$ cat src/rtl/pipeline_pkg.sv
// Shared pipeline encodings: ALU opcodes, RegDest selects, register numbers
// and the control bundle that the ID/EX register carries.
package pipeline_pkg;

   localparam logic [4:0] ALUOP_NOP  = 5'b00000;
   localparam logic [4:0] ALUOP_MULT = 5'b01100;

   typedef enum logic [1:0] {
      REGDEST_RD   = 2'b00,
      REGDEST_RT   = 2'b01,
      REGDEST_RA   = 2'b10,
      REGDEST_NONE = 2'b11
   } regdest_e;

   localparam logic [4:0] REG_ZERO = 5'd0;
   localparam logic [4:0] REG_RA   = 5'd31;

   typedef struct packed {
      logic       reg_write;
      logic       alu_src;
      logic       mem_write;
      logic       mem_read;
      logic       jal;
      logic [1:0] mem_to_reg;
      logic [1:0] byte_sel;
      logic [4:0] alu_op;
   } ctrl_t;

   // A bubble has no architectural side effects and decodes as a NOP.
   localparam ctrl_t BUBBLE_CTRL = '{
      reg_write:  1'b0,
      alu_src:    1'b0,
      mem_write:  1'b0,
      mem_read:   1'b0,
      jal:        1'b0,
      mem_to_reg: 2'b00,
      byte_sel:   2'b00,
      alu_op:     ALUOP_NOP
   };

endpackage

$ cat src/rtl/id_ex_stage_register_load_use_detector.sv
// Flags a decode-stage instruction that reads the destination of a load
// currently sitting in EX; writes to r0 never create a hazard.
module load_use_detector
   import pipeline_pkg::*;
(
   input  logic       ex_mem_read,
   input  logic       ex_reg_write,
   input  logic [4:0] ex_write_reg,
   input  logic [4:0] rs,
   input  logic [4:0] rt,
   output logic       load_use
);

   always_comb begin
      load_use = ex_mem_read && ex_reg_write && (ex_write_reg != REG_ZERO) &&
                 ((ex_write_reg == rs) || (ex_write_reg == rt));
   end

endmodule

$ cat src/rtl/id_ex_stage_register.sv
// ID/EX pipeline register with destination resolution, load-use bubbling and
// upstream stall enables. Define MULT_STALL_EN to hold EX for multi-cycle multiplies.
module id_ex_stage_register
   import pipeline_pkg::*;
#(
   parameter int unsigned MULT_LATENCY = 4
)
(
   input  logic        Clock,
   input  logic        Reset_n,
   input  logic [1:0]  RegDest,
   input  logic        RegWrite,
   input  logic        AluSrc,
   input  logic        MemWrite,
   input  logic        MemRead,
   input  logic        JAL,
   input  logic [1:0]  MemToReg,
   input  logic [1:0]  ByteSel,
   input  logic [4:0]  AluOp,
   input  logic [31:0] ReadData1,
   input  logic [31:0] ReadData2,
   input  logic [31:0] Immediate,
   input  logic [31:0] PCPlus4,
   input  logic [4:0]  Rs,
   input  logic [4:0]  Rt,
   input  logic [4:0]  Rd,
   input  logic        Flush,
   output logic        ExRegWrite,
   output logic        ExAluSrc,
   output logic        ExMemWrite,
   output logic        ExMemRead,
   output logic        ExJAL,
   output logic [1:0]  ExMemToReg,
   output logic [1:0]  ExByteSel,
   output logic [4:0]  ExAluOp,
   output logic [31:0] ExReadData1,
   output logic [31:0] ExReadData2,
   output logic [31:0] ExImmediate,
   output logic [31:0] ExPCPlus4,
   output logic [4:0]  ExRs,
   output logic [4:0]  ExRt,
   output logic [4:0]  ExWriteReg,
   output logic        PCWrite,
   output logic        IFIDWrite,
   output logic        ExHold
);

   // Empty marker block: shows up in the hierarchy when configured out of range.
   if (MULT_LATENCY < 2 || MULT_LATENCY > 15) begin : g_illegal_mult_latency
   end

   ctrl_t      dec_ctrl;
   ctrl_t      ex_ctrl;
   logic [4:0] dec_write_reg;
   logic       load_use;
   logic       bubble;
   logic       hold;

   always_comb begin
      dec_ctrl = '{
         reg_write:  RegWrite,
         alu_src:    AluSrc,
         mem_write:  MemWrite,
         mem_read:   MemRead,
         jal:        JAL,
         mem_to_reg: MemToReg,
         byte_sel:   ByteSel,
         alu_op:     AluOp
      };
   end

   always_comb begin
      dec_write_reg = REG_ZERO;
      case (regdest_e'(RegDest))
         REGDEST_RD:   dec_write_reg = Rd;
         REGDEST_RT:   dec_write_reg = Rt;
         REGDEST_RA:   dec_write_reg = REG_RA;
         REGDEST_NONE: dec_write_reg = REG_ZERO;
         default:      dec_write_reg = REG_ZERO;
      endcase
   end

   load_use_detector u_load_use_detector (
      .ex_mem_read  (ex_ctrl.mem_read),
      .ex_reg_write (ex_ctrl.reg_write),
      .ex_write_reg (ExWriteReg),
      .rs           (Rs),
      .rt           (Rt),
      .load_use     (load_use)
   );

   assign bubble = Flush | load_use;

`ifdef MULT_STALL_EN
   typedef enum logic {RUN, MULT_WAIT} state_e;

   localparam logic [3:0] MULT_CNT_LOAD = 4'(MULT_LATENCY - 1);

   state_e     state;
   logic [3:0] mult_cnt;

   always_ff @(posedge Clock or negedge Reset_n) begin
      if (!Reset_n) begin
         state    <= RUN;
         mult_cnt <= '0;
      end else begin
         case (state)
            RUN: begin
               if (!bubble && (AluOp == ALUOP_MULT)) begin
                  state    <= MULT_WAIT;
                  mult_cnt <= MULT_CNT_LOAD;
               end
            end
            MULT_WAIT: begin
               if (mult_cnt <= 4'd1) begin
                  state    <= RUN;
                  mult_cnt <= '0;
               end else begin
                  mult_cnt <= mult_cnt - 4'd1;
               end
            end
            default: begin
               state    <= RUN;
               mult_cnt <= '0;
            end
         endcase
      end
   end

   assign hold = (state == MULT_WAIT);
`else
   assign hold = 1'b0;
`endif

   assign ExHold = hold;

   // Data and specifiers are captured even on a bubble; only control is killed.
   always_ff @(posedge Clock or negedge Reset_n) begin
      if (!Reset_n) begin
         ex_ctrl     <= '0;
         ExWriteReg  <= '0;
         ExReadData1 <= '0;
         ExReadData2 <= '0;
         ExImmediate <= '0;
         ExPCPlus4   <= '0;
         ExRs        <= '0;
         ExRt        <= '0;
      end else if (!hold) begin
         ExReadData1 <= ReadData1;
         ExReadData2 <= ReadData2;
         ExImmediate <= Immediate;
         ExPCPlus4   <= PCPlus4;
         ExRs        <= Rs;
         ExRt        <= Rt;
         if (bubble) begin
            ex_ctrl    <= BUBBLE_CTRL;
            ExWriteReg <= REG_ZERO;
         end else begin
            ex_ctrl    <= dec_ctrl;
            ExWriteReg <= dec_write_reg;
         end
      end
   end

   assign ExRegWrite = ex_ctrl.reg_write;
   assign ExAluSrc   = ex_ctrl.alu_src;
   assign ExMemWrite = ex_ctrl.mem_write;
   assign ExMemRead  = ex_ctrl.mem_read;
   assign ExJAL      = ex_ctrl.jal;
   assign ExMemToReg = ex_ctrl.mem_to_reg;
   assign ExByteSel  = ex_ctrl.byte_sel;
   assign ExAluOp    = ex_ctrl.alu_op;

   // A flush must let the redirect through even when a load-use is also seen.
   always_comb begin
      PCWrite = 1'b1;
      if (hold || (!Flush && load_use)) begin
         PCWrite = 1'b0;
      end
   end

   assign IFIDWrite = PCWrite;

endmodule

$ cat config.mk
export PLATFORM = sky130hd
export DESIGN_NAME = id_ex_stage_register
export DESIGN_NICKNAME = d
export VERILOG_FILES = /design/src/rtl/pipeline_pkg.sv /design/src/rtl/id_ex_stage_register_load_use_detector.sv /design/src/rtl/id_ex_stage_register.sv
export SDC_FILE = /design/constraint.sdc
export NUM_CORES = 1
export LEC_CHECK = 0
export ABC_AREA = 1
export CAP_MARGIN = 0
export CORE_AREA = 2 2 124 126
export DETAILED_ROUTE_END_ITERATION = 12
export DIE_AREA = 0 0 126 128
export PLACE_DENSITY = 0.79
export SLEW_MARGIN = 25
export SYNTH_ARGS = -nofsm -noshare
export SYNTH_HDL_FRONTEND = slang
export SYNTH_SLANG_ARGS = --single-unit
$ cat constraint.sdc
create_clock -name Clock -period 2.55 [get_ports Clock]
set_input_delay 0.3825 -clock Clock [delete_from_list [all_inputs] [get_ports Clock]]
set_output_delay 0.3825 -clock Clock [all_outputs]
set_load 0.01 [all_outputs]
==> flow_metrics.py, run 1 <==
metrics = {
    "worst_setup_path": {
        "critPathRequiredTime_ns": 2.17,
        "end_kind": "output pin",
        "r2r-end": "ExWriteReg[1]$_DFF_PN0_",
        "worstPathMaxFanout": 4,
        "r2r_setup_slack_ns": 1.05,
        "cp.arrival_ns": 2.03,
        "path_cells": "inv_1 -> nand2_1 -> nand2_1 -> nor2_1 -> nand3_1 -> nand2_1 -> nand3_1 -> clkdlybuf4s50_1",
        "cp-endpoint": "IFIDWrite",
        "cpMostUsedCell": "nand2_1",
        "slowest_delay_ns": 0.49,
        "r2r_start": "ExWriteReg[1]$_DFF_PN0_",
        "start_kind": "flip-flop",
        "path_class": "reg2out",
        "crit_start": "ExWriteReg[1]$_DFF_PN0_",
        "crit_slowest_cell": "clkdlybuf4s50_1",
        "reg2reg_depth": 9,
    },
    "clock_tree": {
        "clockBufferDepth": 2,
        "cts.sinks": 157,
        "clk_pin_slew_ns": 0.06,
        "cts_tree": "done",
        "cts_hold_buffers": 0,
        "clockRootBuffer": "clkbuf_16",
        "htree_num_levels": 4,
        "numCtsBuffers": 17,
        "clkLatencyLatePin_ns": 0.41,
        "post_cts_buffers": 0,
        "ctsResizeCount": 0,
    },
    "timing": {
        "finalWorstSetupSlack_ns": 0.139,
        "tns_ns": 0,
        "rsz0062_at_grt": "false",
        "finClkSkew_ns": 0.00409,
        "period_needed_ns": 2.41,
        "holdWs_ns": -0.0182,
        "drv_slew": 0,
        "worst_pin_slew_ns": 0.738,
        "setup_viol": 0,
        "relSlewSlack_pct": 50.8,
        "fin_crit_sh_pct": 94.5,
        "clock.fmax_mhz": 415,
        "finalHoldViolations": 8,
    },
    "floorplanning": {
        "coreArea_um2": 14900,
        "die_x_um": 126,
        "start_util_pct": 29.6,
        "ios": 322,
        "row_count": 45,
        "fp.dieArea_um2": 16100,
        "dieHeight_um": 128,
    },
    "drt": {
        "antenna_left": 0,
        "first_pass_iters": 4,
        "wl_per_cell_um": 16.2,
        "vias": 3230,
        "initialDrtViolationCount": 71,
        "viasPerCell": 4.04,
        "routed_wirelength_um": 13000,
        "drc": 0,
    },
    "synthesis": {
        "syn_area_per_cell_um2": 16.9,
        "ys_seq_area_share_pct": 89.2,
        "yosysWarnings": 0,
        "synth_top_cell_by_area": "dfrtp_1",
        "syn_inst": 261,
        "netlist_top_cells_area": "dfrtp_1, inv_1, nand2_1",
        "ys_ff_latch": 157,
        "syn-num-nets": 423,
        "synth.distinct_cells": 16,
        "netlist.area_leader.share_pct": 89.2,
        "netlist_area_um2": 4410,
    },
    "pwr": {
        "power_leakage_nw": 3.70,
        "ir_drop_mv": 0.372,
        "powerDensity_nw_per_um2": 694,
    },
    "final_layout": {
        "layout_common_cells": "clkdlybuf4s50_1, dfrtp_1, inv_1",
        "drive_gt1_share_pct": 7.52,
        "multi_input_area_um2": 325,
        "regArea_um2": 3930,
        "final_common_cell": "clkdlybuf4s50_1",
        "insertedDiodeCount": 0,
        "fillCellCount": 1206,
        "finalNetCount": 761,
        "area_delta_synth_final_pct": 91.2,
    },
    "run_status": {
        "status": "finished with violations",
        "failed_checks": "negative hold slack",
    },
    "global_route": {
        "grt_pass1_vias": 3538,
        "grt_use_total_pct": 16.3,
        "grt_max_degree": 82,
        "grt_pass1_wl_um": 19700,
        "antenna_found_initial": 0,
        "grt_overflow_total": 0,
    },
    "placed_design": {
        "gp_congestion": 0.764,
        "place_hpwl_um": 10300,
        "place_ws_ns": 0.175,
        "port_buffers": 320,
    },
    "job": {
        "cap_viol_max_count": 0,
    },
    "min_path": {
        "hold_class": "in2async",
    },
}
-- synthesized netlist by cell type --
library cell and instances:
buf_12 1, buf_4 2, conb_1 1, dfrtp_1 157, inv_1 29, inv_2 2, nand2_1 23, nand2_2 1
nand2_4 1, nand3_1 5, nor2_1 17, nor2_2 8, nor3_1 1, o21ai_0 10, or2_2 1, xnor2_1 2
-- per-layer routing --
layer	global-route usage [%]	routed length [um]	up-vias
li1	-	-	1458
met1	18.2	4740	1584
met2	28.8	7040	173
met3	6.26	994	15
met4	5.49	220	0
met5	0	0	-
-- flip-flops by register name, summed over array words and instances, names as in the netlist --
signal,count
ExReadData2,32
ExMemRead,1
ExRt,5
ExRegWrite,1
ExWriteReg,5
ExJAL,1
ExRs,5
ExMemToReg,2
ExByteSel,2
ExReadData1,32
ExMemWrite,1
ExAluSrc,1
ExImmediate,32
ExPCPlus4,32
ExAluOp,5
-- critical path, delay by kind of cell, from the launching register on --
family	cells	cell delay (ns)
buf+inv	2	0.60
simple gates	6	0.58
flops	1	0.43
-- cells by family (layout without fill, tap and decap cells) --
| logic type | after synthesis | count (layout) | synth area share (%) |
|---|---|---|---|
| buffers and inverters | 34 | 385 | 3.44 |
| xor gates and xnor gates | 2 | 2 | 0.398 |
| other | 1 | 1 | 0.0851 |
| AOI/OAI and AO/OA | 10 | 10 | 1.14 |
| DFF | 157 | 157 | 89.2 |
| and+or+nand+nor | 57 | 57 | 5.77 |
-- where the power goes --
part	total [W]	switching (W)	internal [W]	leakage, nW
registers	0.00266	0.0000450	0.00262	1.85
clock network	0.00248	0.000999	0.00148	0.275
logic	0.000709	0.000255	0.000454	1.57
total	0.00585	0.00130	0.00455	3.70
-- worst min-delay path by stage --
| stage | startpoint | to | slack [ns] | cells past startpoint |
|---|---|---|---|---|
| after floorplan | Reset_n | ExAluOp[0]$_DFF_PN0_ | 0.09 | 0 |
| after global placement | Reset_n | ExImmediate[25]$_DFF_PN0_ | 0.45 | 1 |
| after detailed placement | Reset_n | ExImmediate[25]$_DFF_PN0_ | 0.46 | 1 |
| after CTS | Reset_n | ExImmediate[25]$_DFF_PN0_ | 0.009 | 1 |
| after global routing | Reset_n | ExImmediate[25]$_DFF_PN0_ | 0.04 | 1 |
| final | Reset_n | ExImmediate[25]$_DFF_PN0_ | -0.02 | 1 |
-- metrics by stage --
step | cell area (um2) | total power, W | util, % | std cells | hold slack, ns
2_1_floorplan | 4410 | 0.00283 | - | 261 | 0.0869
3_3_place_gp | 7840 | 0.00341 | 52.7 | 768 | 0.452
3_5_place_dp | 7840 | 0.00343 | 52.7 | 768 | 0.464
4_1_cts | 8420 | 0.00594 | 56.7 | 800 | 0.00867
5_1_grt | 8420 | 0.00610 | 56.7 | 800 | 0.0410
6_report | 8420 | 0.00585 | 56.7 | 800 | -0.0182
-- layout make-up --
| cell class | count | area share, % |
|---|---|---|
| tap | 188 | 2.79 |
| clock inverter | 12 | 1.63 |
| timing repair buffer | 322 | 38.4 |
| sequential | 157 | 46.6 |
| multi-input combinational | 70 | 3.86 |
| inverter | 31 | 1.38 |
| clock buffer | 20 | 5.30 |
Power figures use the tool's default switching activity.
==> run 2, diff against run 1 <==
--- a/config.mk
+++ b/config.mk
@@ -14,4 +14,5 @@
 export SLEW_MARGIN = 25
 export SYNTH_ARGS = -nofsm -noshare
 export SYNTH_HDL_FRONTEND = slang
+export SYNTH_HIERARCHICAL = 1
 export SYNTH_SLANG_ARGS = --single-unit
==> run 2 against run 1 <==
- the flow now finishes without violations
- non-clock buffer count rose by 1
- clock skew rose by 0.0036 ns
- sequential power barely moved
- worst hold slack improved by 0.41 ns
- synthesized cell count rose by 1.9%
- synthesized area fell by 0.11%
- final cell count rose by 0.75%
- largest cell class unchanged
==> flow_metrics.py, run 2 <==
metrics = {
    "final_layout": {
        "multi_input_area_um2": 318,
        "fillCellCount": 1188,
        "layout_common_cells": "clkdlybuf4s50_1, dfrtp_1, inv_1",
        "final_common_cell": "clkdlybuf4s50_1",
        "insertedDiodeCount": 0,
        "area_delta_synth_final_pct": 92.0,
        "drive_gt1_share_pct": 6.96,
        "finalNetCount": 767,
        "final-instance-count-excl-fill": 806,
        "regArea_um2": 3930,
    },
    "pwr": {
        "total_power_w": 0.00584,
        "ir_drop_mv": 0.438,
        "powerDensity_nw_per_um2": 691,
        "power_leakage_nw": 3.73,
    },
    "worst_setup_path": {
        "crit_slowest_cell": "clkdlybuf4s50_1",
        "start_kind": "input pin",
        "cp.arrival_ns": 1.81,
        "crit_family": "buffers and inverters",
        "path_cells": "clkdlybuf4s50_1 -> inv_1 -> nand2_1 -> nand2_2 -> nor2_2 -> nand3_1 -> a21oi_2 -> nand2_1 -> dlymetal6s2s_1",
        "cpMostUsedCell": "nand2_1",
        "end_kind": "output pin",
        "reg2reg_depth": 9,
        "r2r_start": "ExWriteReg[0]$_DFF_PN0_",
        "worstPathMaxFanout": 4,
        "path_buf_inv": 3,
        "r2r-end": "ExAluOp[1]$_DFF_PN0_",
        "slowest_delay_ns": 0.55,
        "path_class": "in2out",
        "critPathRequiredTime_ns": 2.17,
        "r2r_setup_slack_ns": 1.02,
    },
    "min_path": {
        "min_path_cells": 1,
        "hold_start": "ReadData2[19]",
        "hold_end": "ExReadData2[19]$_DFF_PN0_",
        "hold_class": "in2reg",
    },
    "synthesis": {
        "netlist.area_leader.share_pct": 89.3,
        "syn-num-nets": 428,
        "ys_ff_latch": 157,
        "synthAdderAreaFrac_pct": 0,
        "yosysWarnings": 6,
        "synth_mux_area_share_pct": 0,
        "netlist_area_um2": 4400,
        "synth.distinct_cells": 17,
        "synth_top_family_by_area": "simple AND/OR/NAND/NOR gates",
        "synth_compound_area_share_pct": 0.768,
        "synth_most_common_cell": "dfrtp_1",
        "synth_xor_area_share_pct": 0.597,
        "synth-simple-area-share_pct": 5.77,
        "syn_inst": 266,
        "ys_seq_area_share_pct": 89.3,
        "synthTopCellsByCount": "dfrtp_1, inv_1, nor2_1",
        "netlist_top_cells_area": "dfrtp_1, inv_1, nor2_1",
        "synth-async-reset-ratio_pct": 100,
        "ys.flop_type": "dfrtp_1",
        "syn_area_per_cell_um2": 16.5,
        "synth_top_cell_by_area": "dfrtp_1",
        "synth_edf_count": 0,
    },
    "drt": {
        "antenna_left": 0,
        "routed_wirelength_um": 13600,
        "drc": 0,
        "wl_per_cell_um": 16.8,
        "initialDrtViolationCount": 108,
        "vias": 3232,
        "viasPerCell": 4.01,
        "first_pass_iters": 4,
    },
    "clock_tree": {
        "numCtsBuffers": 17,
        "clockRootBuffer": "clkbuf_16",
        "clockBufferDepth": 2,
        "cts.sinks": 157,
        "clkLatencyLatePin_ns": 0.42,
        "cts_tree": "done",
        "clk_pin_slew_ns": 0.07,
        "post_cts_buffers": 0,
        "htree_num_levels": 4,
    },
    "floorplanning": {
        "row_count": 45,
        "coreArea_um2": 14900,
        "die_x_um": 126,
        "ios": 322,
        "fp.dieArea_um2": 16100,
        "dieHeight_um": 128,
        "start_util_pct": 29.6,
    },
    "timing": {
        "tns_ns": 0,
        "finClkSkew_ns": 0.00768,
        "setup_viol": 0,
        "period_needed_ns": 2.19,
        "finalHoldViolations": 0,
        "finalWorstSetupSlack_ns": 0.362,
        "holdWs_ns": 0.396,
        "clock.fmax_mhz": 457,
        "drv_slew": 0,
        "fin_crit_sh_pct": 85.8,
        "rsz0062_at_grt": "false",
    },
    "run_status": {
        "status": "complete, no violations",
    },
    "global_route": {
        "grt_pass1_wl_um": 19800,
        "antenna_found_initial": 0,
        "grt_pass1_vias": 3471,
        "grt_use_total_pct": 16.6,
        "grt_max_degree": 65,
        "grt_overflow_total": 0,
    },
    "placed_design": {
        "place_ws_ns": 0.0537,
        "gp_congestion": 0.853,
        "port_buffers": 320,
        "dp_cells": 773,
        "place_hpwl_um": 10600,
    },
    "job": {
        "cap_viol_max_count": 0,
    },
}
[run 2: layer usage]
layer  share of wire, %  vias to the layer above  global-route usage [%]  wire length (um)
met5                  0                        -                       0                 0
met1                 37                     1579                    18.1              4950
met4                2.9                        0                    8.14               387
met3                7.5                       26                    6.09              1020
met2                 53                      158                    28.8              7200
li1                   -                     1469                       -                 -
[run 2: worst max path at each step]
| stage | start | to | slack [ns] | depth (start not counted) |
|---|---|---|---|---|
| after floorplan | ExWriteReg[4]$_DFF_PN0_ | PCWrite | 0.93 | 8 |
| after global placement | Rt[4] | PCWrite | 0.1 | 9 |
| after detailed placement | Rt[4] | IFIDWrite | 0.05 | 9 |
| after CTS | Rt[4] | IFIDWrite | 0.04 | 9 |
| after global routing | ExWriteReg[4]$_DFF_PN0_ | IFIDWrite | 0.26 | 8 |
| final | Rt[4] | IFIDWrite | 0.36 | 9 |
[run 2: layout make-up]
cell class	instances	area share, %
Inverter	34	1.51
Clock inverter	14	1.79
Clock buffer	18	5.08
Multi-Input combinational cell	72	3.76
Timing Repair Buffer	323	38.6
Sequential cell	157	46.5
Tap cell	188	2.78
[run 2: kinds of logic (layout without fill, tap and decap cells)]
| group | count (synthesis) | after routing |
|---|---|---|
| AOI/OAI and AO/OA | 6 | 6 |
| DFF | 157 | 157 |
| other | 1 | 1 |
| buffers and inverters | 37 | 389 |
| and+or+nand+nor | 62 | 62 |
| xor gates and xnor gates | 3 | 3 |
[run 2: worst reg2reg max path, stage by stage, from the launching register on]
cell,delay [ns]
dfrtp_1,0.41
inv_1,0.08
nand2_1,0.07
nand2_1,0.06
nor2_1,0.14
nand3_1,0.10
a21oi_2,0.22
nor2_4,0.08
inv_2,0.18
nor2_1,0.08
[run 2: report_power, final]
group          internal [W]  switching, W  leakage, nW
clock               0.00138       0.00108        0.277
combinational      0.000457      0.000257         1.60
sequential          0.00262     0.0000452         1.85
total               0.00445       0.00139         3.73
[run 2: what timing repair did]
action / CTS / global route
endpoints found under the hold margin: 42 / 0
endpoints found under the setup margin: 0 / 2
hold buffers: 1 / 0
gates resized for setup: 0 / 2
[run 2: metrics by stage]
step	utilization [%]	instance area, um2
floorplan	-	4400
global placement	52.8	7850
detailed placement	52.8	7850
CTS	56.8	8440
global route	56.8	8450
finish	56.8	8450
==> run 3, diff against run 2 <==
==> constraint.sdc (replaced) <==
create_clock -name Clock -period 2.55 [get_ports Clock]
set_input_delay 0.3825 -clock Clock [delete_from_list [all_inputs] [get_ports Clock]]
set_output_delay 0.3825 -clock Clock [all_outputs]
set_load 0.005 [all_outputs]
==> run 3 against run 2 <==
- non-clock buffer count did not move
- via count fell by 0.40%
- final cell count rose by 0.12%
- flip-flop and latch count did not move
- combinational power fell by 7.6%
- clock skew fell by 0.0019 ns
- sequential share of layout area barely moved
- global-route usage rose by 0.67 points
- register-to-register slack barely moved
- design area rose by 0.13%
- die area did not move
- critical path type unchanged
- critical endpoint unchanged
- largest cell class unchanged
- highest routed layer unchanged
==> flow_metrics.py, run 3 (synthesis results as in run 2) <==
metrics = {
    "timing": {
        "fin_crit_sh_pct": 85.0,
        "relSlewSlack_pct": 58.0,
        "drv_slew": 0,
        "clock.fmax_mhz": 461,
        "finClkSkew_ns": 0.00580,
        "rsz0062_at_grt": "false",
        "worst_pin_slew_ns": 0.630,
        "tns_ns": 0,
        "finalHoldViolations": 0,
        "period_needed_ns": 2.17,
        "setup_viol": 0,
        "holdWs_ns": 0.196,
    },
    "run_status": {
        "status": "complete, no violations",
    },
    "worst_setup_path": {
        "r2r_start": "ExWriteReg[4]$_DFF_PN0_",
        "end_kind": "output pin",
        "worstPathMaxFanout": 4,
        "critPathRequiredTime_ns": 2.17,
        "r2r_setup_slack_ns": 1.02,
        "r2r-end": "ExAluOp[4]$_DFF_PN0_",
        "reg2reg_depth": 9,
        "cp.arrival_ns": 1.78,
        "start_kind": "input pin",
        "path_class": "in2out",
    },
    "pwr": {
        "power_leakage_nw": 3.76,
        "total_power_w": 0.00578,
        "ir_drop_mv": 0.409,
        "powerDensity_nw_per_um2": 683,
    },
    "drt": {
        "wl_per_cell_um": 17.0,
        "vias": 3219,
        "initialDrtViolationCount": 93,
        "antenna_left": 0,
        "viasPerCell": 3.99,
        "routed_wirelength_um": 13700,
        "drc": 0,
        "first_pass_iters": 5,
    },
    "final_layout": {
        "layout_common_cells": "clkdlybuf4s50_1, dfrtp_1, inv_1",
        "final-instance-count-excl-fill": 807,
        "finalNetCount": 767,
        "design_area_um2": 8460,
        "drive_gt1_share_pct": 7.44,
        "fillCellCount": 1219,
        "final_common_cell": "clkdlybuf4s50_1",
        "regArea_um2": 3930,
        "area_delta_synth_final_pct": 92.3,
        "multi_input_area_um2": 320,
    },
    "floorplanning": {
        "ios": 322,
        "die_x_um": 126,
        "start_util_pct": 29.6,
        "row_count": 45,
        "dieHeight_um": 128,
        "fp.dieArea_um2": 16100,
        "coreArea_um2": 14900,
    },
    "placed_design": {
        "port_buffers": 320,
        "place_hpwl_um": 10800,
        "dp_cells": 773,
        "gp_congestion": 0.865,
        "place_area_um2": 7850,
    },
    "min_path": {
        "hold_end": "ExRt[0]$_DFF_PN0_",
        "hold_start": "Rt[0]",
        "hold_class": "in2reg",
        "min_path_cells": 1,
    },
    "global_route": {
        "grt_pass1_wl_um": 20500,
        "antenna_found_initial": 1,
        "grt_max_degree": 69,
        "grt_overflow_total": 0,
        "grt_pass1_vias": 3551,
        "grt_use_total_pct": 17.3,
    },
    "clock_tree": {
        "cts_tree": "done",
        "htree_num_levels": 4,
        "clk_pin_slew_ns": 0.06,
        "clockRootBuffer": "clkbuf_16",
        "cts.sinks": 157,
        "numCtsBuffers": 17,
        "clockBufferDepth": 2,
        "clkLatencyLatePin_ns": 0.41,
    },
    "job": {
        "cap_viol_max_count": 0,
    },
}
run 3: cell count changes in the layout (fill, tap and decap cells not counted), moves of 2 or more:
cell / previous run / this run
clkinv_2: 0 / 2
clkdlybuf4s50_1: 317 / 315
dlymetal6s2s_1: 2 / 4
clkbuf_8: 0 / 2
clkinv_4: 4 / 2
run 3: routing by layer:
layer	vias up	global-route usage, %	part of all wire, %
met2	161	30.6	54
met5	-	0	0
met1	1564	19.1	36
li1	1470	-	-
met3	24	5.93	7.1
met4	0	6.92	2.7
run 3: power breakdown:
| part | switching, W | internal [W] | total, W | leakage (nW) |
|---|---|---|---|---|
| Combinational | 0.000206 | 0.000455 | 0.000661 | 1.62 |
| Sequential | 0.0000472 | 0.00262 | 0.00267 | 1.85 |
| Clock | 0.00103 | 0.00142 | 0.00245 | 0.283 |
run 3: layout make-up:
cell class / count / area share [%]
Antenna cell: 1 / 0.0296
Clock buffer: 19 / 5.35
Clock inverter: 13 / 1.51
Inverter: 34 / 1.51
Multi-Input combinational cell: 72 / 3.79
Sequential cell: 157 / 46.5
Tap cell: 188 / 2.78
Timing Repair Buffer: 323 / 38.6
run 3: worst max-delay path by stage:
stage,start,to,cells past startpoint
floorplan,ExWriteReg[3]$_DFF_PN0_,PCWrite,7
global placement,Rs[4],PCWrite,9
detailed placement,Rt[4],IFIDWrite,9
CTS,ExWriteReg[4]$_DFF_PN0_,IFIDWrite,8
global route,ExWriteReg[4]$_DFF_PN0_,PCWrite,8
finish,Rt[1],IFIDWrite,9
run 3: through the flow:
| stage | setup WS, ns | util, % |
|---|---|---|
| after global routing | 0.305 | 56.9 |
| final | 0.383 | 56.9 |
| after CTS | 0.0489 | 56.8 |
| after floorplan | 1.01 | - |
| after global placement | 0.113 | 52.8 |
| after detailed placement | 0.0592 | 52.8 |
run 3: repair_timing:
action                                  CTS  global route
hold endpoints to repair                 65             0
resized for setup                         0             6
buffers inserted                          0             0
endpoints found under the setup margin    0             2
hold buffers                              1             0
run 3: critical path, cell delays in order:
cell	delay, ns
clkdlybuf4s50_1	0.53
inv_1	0.06
nand2_1	0.05
nand2_1	0.05
nor2_1	0.11
nand3_1	0.10
a21oi_2	0.23
nand2_1	0.10
dlymetal6s2s_1	0.17
